File: src/rtl/spi_transceiver.sv
// SPI command/response engine: shifts a command out MSB-first (optionally byte-aligned),
// then polls MISO for a response start bit and shifts in a fixed-width response.
module spi_transceiver #(
  parameter int TX_BITS    = 48,
  parameter int RX_BITS    = 8,
  parameter int WAIT_BITS  = 64,
  parameter bit BYTE_ALIGN = 1'b1
) (
  input  logic               clk,
  input  logic               reset,
  input  logic               sclk_posedge,
  input  logic               sclk_negedge,
  input  logic               start,
  input  logic [TX_BITS-1:0] tx_data,
  input  logic               miso,
  output logic               mosi,
  output logic [RX_BITS-1:0] rx_data,
  output logic               rx_valid,
  output logic               timeout,
  output logic               busy,
  output logic               done,
  output logic [2:0]         state_dbg
);
  localparam int TX_IDX_W = (TX_BITS > 1) ? $clog2(TX_BITS) : 1;
  localparam int POLL_W   = $clog2(WAIT_BITS + 1);
  localparam int RX_CNT_W = $clog2(RX_BITS + 1);
  localparam logic [TX_IDX_W-1:0] TX_MSB_IDX = TX_IDX_W'(TX_BITS - 1);
  localparam logic [POLL_W-1:0]   POLL_LAST  = POLL_W'(WAIT_BITS - 1);
  localparam logic [RX_CNT_W-1:0] RX_LAST    = RX_CNT_W'(RX_BITS - 1);

  typedef enum logic [2:0] {ST_IDLE, ST_SYNC, ST_SEND, ST_WAIT, ST_RECV} state_t;

  state_t              state, state_d;
  logic [2:0]          bit_phase, bit_phase_d;
  logic [TX_BITS-1:0]  tx_reg, tx_reg_d;
  logic [TX_IDX_W-1:0] tx_index, tx_index_d;
  logic [POLL_W-1:0]   poll_cnt, poll_cnt_d;
  logic [RX_CNT_W-1:0] rx_cnt, rx_cnt_d;
  logic [RX_BITS-1:0]  rx_shift, rx_shift_d, rx_data_d;
  logic [RX_BITS:0]    rx_cat;
  logic                rx_valid_d, timeout_d, mosi_d;

  // Handshake: start is a request taken only in IDLE (done high means it will be taken);
  // busy is high from the clk after acceptance until the clk rx_valid/timeout pulses.
  assign busy      = (state != ST_IDLE);
  assign done      = (state == ST_IDLE) && !start;
  assign state_dbg = state;
  assign rx_cat    = {rx_shift, miso};

  always_comb begin
    state_d     = state;
    bit_phase_d = sclk_negedge ? bit_phase - 3'd1 : bit_phase;
    tx_reg_d    = tx_reg;
    tx_index_d  = tx_index;
    poll_cnt_d  = poll_cnt;
    rx_cnt_d    = rx_cnt;
    rx_shift_d  = rx_shift;
    rx_data_d   = rx_data;
    rx_valid_d  = 1'b0;
    timeout_d   = 1'b0;
    mosi_d      = 1'b1;
    case (state)
      ST_IDLE: begin
        if (start) begin
          tx_reg_d   = tx_data;
          tx_index_d = TX_MSB_IDX;
          state_d    = BYTE_ALIGN ? ST_SYNC : ST_SEND;
        end
      end
      ST_SYNC: begin
        // Present the MSB as SEND is entered so it spans a whole sclk period.
        if (bit_phase == 3'd7 && !sclk_negedge) begin
          state_d = ST_SEND;
          mosi_d  = tx_reg[TX_BITS-1];
        end
      end
      ST_SEND: begin
        mosi_d = tx_reg[tx_index];
        if (sclk_negedge) begin
          if (tx_index == '0) begin
            state_d    = ST_WAIT;
            poll_cnt_d = '0;
          end else begin
            tx_index_d = tx_index - TX_IDX_W'(1);
          end
        end
      end
      ST_WAIT: begin
        if (sclk_posedge) begin
          if (!miso) begin
            rx_shift_d = '0;
            rx_cnt_d   = RX_CNT_W'(1);
            if (RX_BITS == 1) begin
              rx_data_d  = '0;
              rx_valid_d = 1'b1;
              state_d    = ST_IDLE;
            end else begin
              state_d = ST_RECV;
            end
          end else if (poll_cnt == POLL_LAST) begin
            rx_data_d = '1;
            timeout_d = 1'b1;
            state_d   = ST_IDLE;
          end else begin
            poll_cnt_d = poll_cnt + POLL_W'(1);
          end
        end
      end
      ST_RECV: begin
        if (sclk_posedge) begin
          rx_shift_d = rx_cat[RX_BITS-1:0];
          rx_cnt_d   = rx_cnt + RX_CNT_W'(1);
          if (rx_cnt == RX_LAST) begin
            rx_data_d  = rx_cat[RX_BITS-1:0];
            rx_valid_d = 1'b1;
            state_d    = ST_IDLE;
          end
        end
      end
      default: state_d = ST_IDLE;
    endcase
  end

  always_ff @(posedge clk) begin
    if (reset) begin
      state     <= ST_IDLE;
      bit_phase <= 3'd7;
      tx_reg    <= '0;
      tx_index  <= '0;
      poll_cnt  <= '0;
      rx_cnt    <= '0;
      rx_shift  <= '0;
      rx_data   <= '1;
      rx_valid  <= 1'b0;
      timeout   <= 1'b0;
      mosi      <= 1'b1;
    end else begin
      state     <= state_d;
      bit_phase <= bit_phase_d;
      tx_reg    <= tx_reg_d;
      tx_index  <= tx_index_d;
      poll_cnt  <= poll_cnt_d;
      rx_cnt    <= rx_cnt_d;
      rx_shift  <= rx_shift_d;
      rx_data   <= rx_data_d;
      rx_valid  <= rx_valid_d;
      timeout   <= timeout_d;
      mosi      <= mosi_d;
    end
  end
endmodule

File: config.mk
export PLATFORM = sky130hd
export DESIGN_NAME = spi_transceiver
export DESIGN_NICKNAME = d
export VERILOG_FILES = /design/src/rtl/spi_transceiver.sv
export SDC_FILE = /design/constraint.sdc
export NUM_CORES = 1
export LEC_CHECK = 0
export CAP_MARGIN = 30
export CORE_UTILIZATION = 40
export DETAILED_ROUTE_END_ITERATION = 6
export PLACE_DENSITY = 0.68
export SYNTH_ARGS = -nofsm -noshare
export SYNTH_HDL_FRONTEND = slang
export SYNTH_SLANG_ARGS = --single-unit
File: constraint.sdc
create_clock -name clk -period 2.75 [get_ports clk]
set_input_delay 0.275 -clock clk [delete_from_list [all_inputs] [get_ports clk]]
set_output_delay 0.275 -clock clk [all_outputs]
set_load 0.02 [all_outputs]
==> summary.txt <==
Critical path
  – CP Capture Type: output pin
  – Max incr delay on CP: slightly above 600 ps
  – WP buf/inv: 2
  – WP data arrival: 2120 ps
  – CP Launch Type: flop
  – Kind of critical path: reg2out
  – Critical Path RT: roughly 2500 ps
  – Crit-path leading delay family: buffers and inverters
  – CP max-delay cell: clkdlybuf4s50_1
  – Critical-path maximum fanout: 12
  – Critical Path, Cell by Cell: nor3_1, inv_1, nor2_1, clkdlybuf4s50_1

Pwr
  – Clk pwr share: 0.229
  – Switching share of power: 0.369
  – Part of the power in registers: 0.432
  – VDD IR max: between 0.3 and 0.4 mV
  – Comb pwr share: 0.339
  – Total power: about 0.0038 W
  – P per Cell Area: 756 nW/µm²
  – Net Sw Power: between 0.001 and 0.0015 W
  – P_int: 0.00237 W
  – Leak: 1.78 nW

Clocking
  – Clk Latency, worst-skew pair: 370 ps
  – Max H-tree Level: 3
  – Clock transition at path regs: 90 ps
  – Post-cts sizing count: 0
  – Root Buffer: clkbuf_8
  – TritonCTS clock tree: built
  – CTS Buf Count: 9
  – CTS Sinks: 89
  – Setup bufs post-CTS: 0
  – CTS Hold Bufs: 0
  – Max Buffers Root-to-Sink: 2

Placed design
  – GP Congestion: 0.856
  – Place WS: between 600 and 700 ps
  – IO Port Bufs: 69
  – Placed inst area: 4780 µm²
  – Post-DP HPWL: a little over 6000 µm

STA
  – Max Freq: 418 MHz
  – RSZ-0062 raised after global routing: no
  – Slew HR: 0.601
  – Pins Over Slew Limit: 0
  – Setup TNS: 0 ps
  – Final Hold Viols: 0
  – Worst-Margin Slew: 596 ps
  – Count of final setup violators: 0
  – Period utilization: 0.871
  – Final min period: 2390 ps
  – Setup ws final: 356 ps
  – Max Clock Skew: ~19 ps

Cells and area
  – Area grow syn2layout: 23.4%
  – Final nets: 583
  – Layout cells sized above 1: 0.0795
  – Final Cell Area: 4970 µm²
  – Fill cells: 968
  – Final Util: 0.509
  – Ant. Diodes: 0
  – Max FFs per register: 48

Yosys
  – Post-synth top cells: nand2_1, dfxtp_1, a21oi_1
  – Mapped cell area: 4030 µm²
  – Synth area leaders: dfxtp_1, nand2_1, a21oi_1, mux4_2, nor2_1
  – Post-synthesis register bit count: 89
  – Mean Syn Cell Area: 8.56 µm²
  – Most common cell in the synthesized netlist: nand2_1
  – Synth area leader: dfxtp_1
  – Seq/Total Area, Yosys: 0.442
  – Async SR Flop Fraction: 0
  – Yosys top cell area share: 0.442
  – Cells after Synth: 471
  – Number of synthesis warnings: 0
  – Post-synth EDFFs: 0
  – Main synth FF type: dfxtp_1
  – Netlist cell types: 48
  – Post-synth net total: 531

Routing
  – Initial DRC count: about 150
  – DRC viols: 0
  – Via/cell ratio: 5.07
  – WL final: 8510 µm
  – Detail Route Antenna Nets: 0
  – Drt wl/cell: approximately 13 µm
  – DR vias: approximately 3,300
  – Drt pass-1 iters: 4

Die
  – Core Region: 9770 µm²
  – Chip Height: just over 100 µm
  – FP Rows: 36
  – Full die area: 10,500 µm²
  – Die X: 102 µm
  – # IOs: 70
  – Starting Density: 0.412

Global route
  – Vias in the first global route: 3,037
  – Initial antenna violation count: 0
  – GR Overflow Total: 0
  – GRT Overall Usage: 0.174
  – Largest net degree at the start of global routing: 55
  – First-pass GRT wire length: roughly 14,000 µm

Worst hold path
  – Min-Delay Path Class: in2reg

Flow run
  – Max-cap violations: 0

Status
  – Status: finished, final reports clean
## power groups by stage
| stage | Combinational, W | Clock (W) | Sequential, W |
|---|---|---|---|
| detailed placement | 0.00128 | 0 | 0.00166 |
| global placement | 0.00126 | 0 | 0.00164 |
| finish | 0.00128 | 0.000860 | 0.00163 |
| floorplan | 0.000998 | 0 | 0.00158 |
| global route | 0.00141 | 0.000949 | 0.00166 |
| CTS | 0.00129 | 0.000889 | 0.00162 |
## final timing paths
| check | start | to | slack, ps | depth (start not counted) |
|---|---|---|---|---|
| max | state_dbg[0] | done | 360 | 4 |
| min | reset | state_dbg[0] | 290 | 2 |
| max reg2reg | state_dbg[1] | rx_cnt[2] | 660 | 5 |
| min reg2reg | tx_reg[34] | tx_reg[34] | 460 | 2 |
## final cells by class
cell class	instances	area (µm²)	share of cell area
multi-input combinational	342	2060	0.414
timing repair buffer	74	748	0.150
inverter	7	26.3	0.00528
clock inverter	7	68.8	0.0138
tap	133	166	0.0335
clock buffer	9	124	0.0249
sequential	89	1780	0.358
## through the flow
step	hold WS [ps]	cells
floorplan	411	471
global placement	439	645
detailed placement	443	645
CTS	292	661
global route	297	661
finish	293	661
## cell families after synthesis
logic type | count (synthesis) | share of synthesized area
AOI/OAI and AO/OA | 104 | 0.161
xor gates and xnor gates | 13 | 0.0282
adders and majority gates | 6 | 0.0186
buffers and inverters | 40 | 0.0472
DFF | 89 | 0.442
muxes | 15 | 0.0745
and+or+nand+nor | 204 | 0.229
## layout by cell type (no fill, tap or decap), drive strengths merged, types with 4 or more instances in the layout
cell type and instances:
a2111oi 4, a211oi 5, a21oi 65, buf 6
clkbuf 9, clkdlybuf4s50 68, dfxtp 89, ha 6
inv 11, mux4 12, nand2 125, nand2b 6
nand3 7, nand4 5, nor2 28, nor2b 4
nor3 14, nor3b 4, o21ai 5, o21bai 10
xnor2 7, xor2 6
## layer usage
| layer | global-route usage | wire length (µm) | vias to the layer above |
|---|---|---|---|
| li1 | - | - | 1728 |
| met4 | 0.0593 | 112 | 0 |
| met5 | 0 | 0 | - |
| met1 | 0.219 | 3950 | 1541 |
| met3 | 0.0404 | 366 | 11 |
| met2 | 0.293 | 4080 | 69 |
Note: power is estimated with default switching activity, not from simulation.
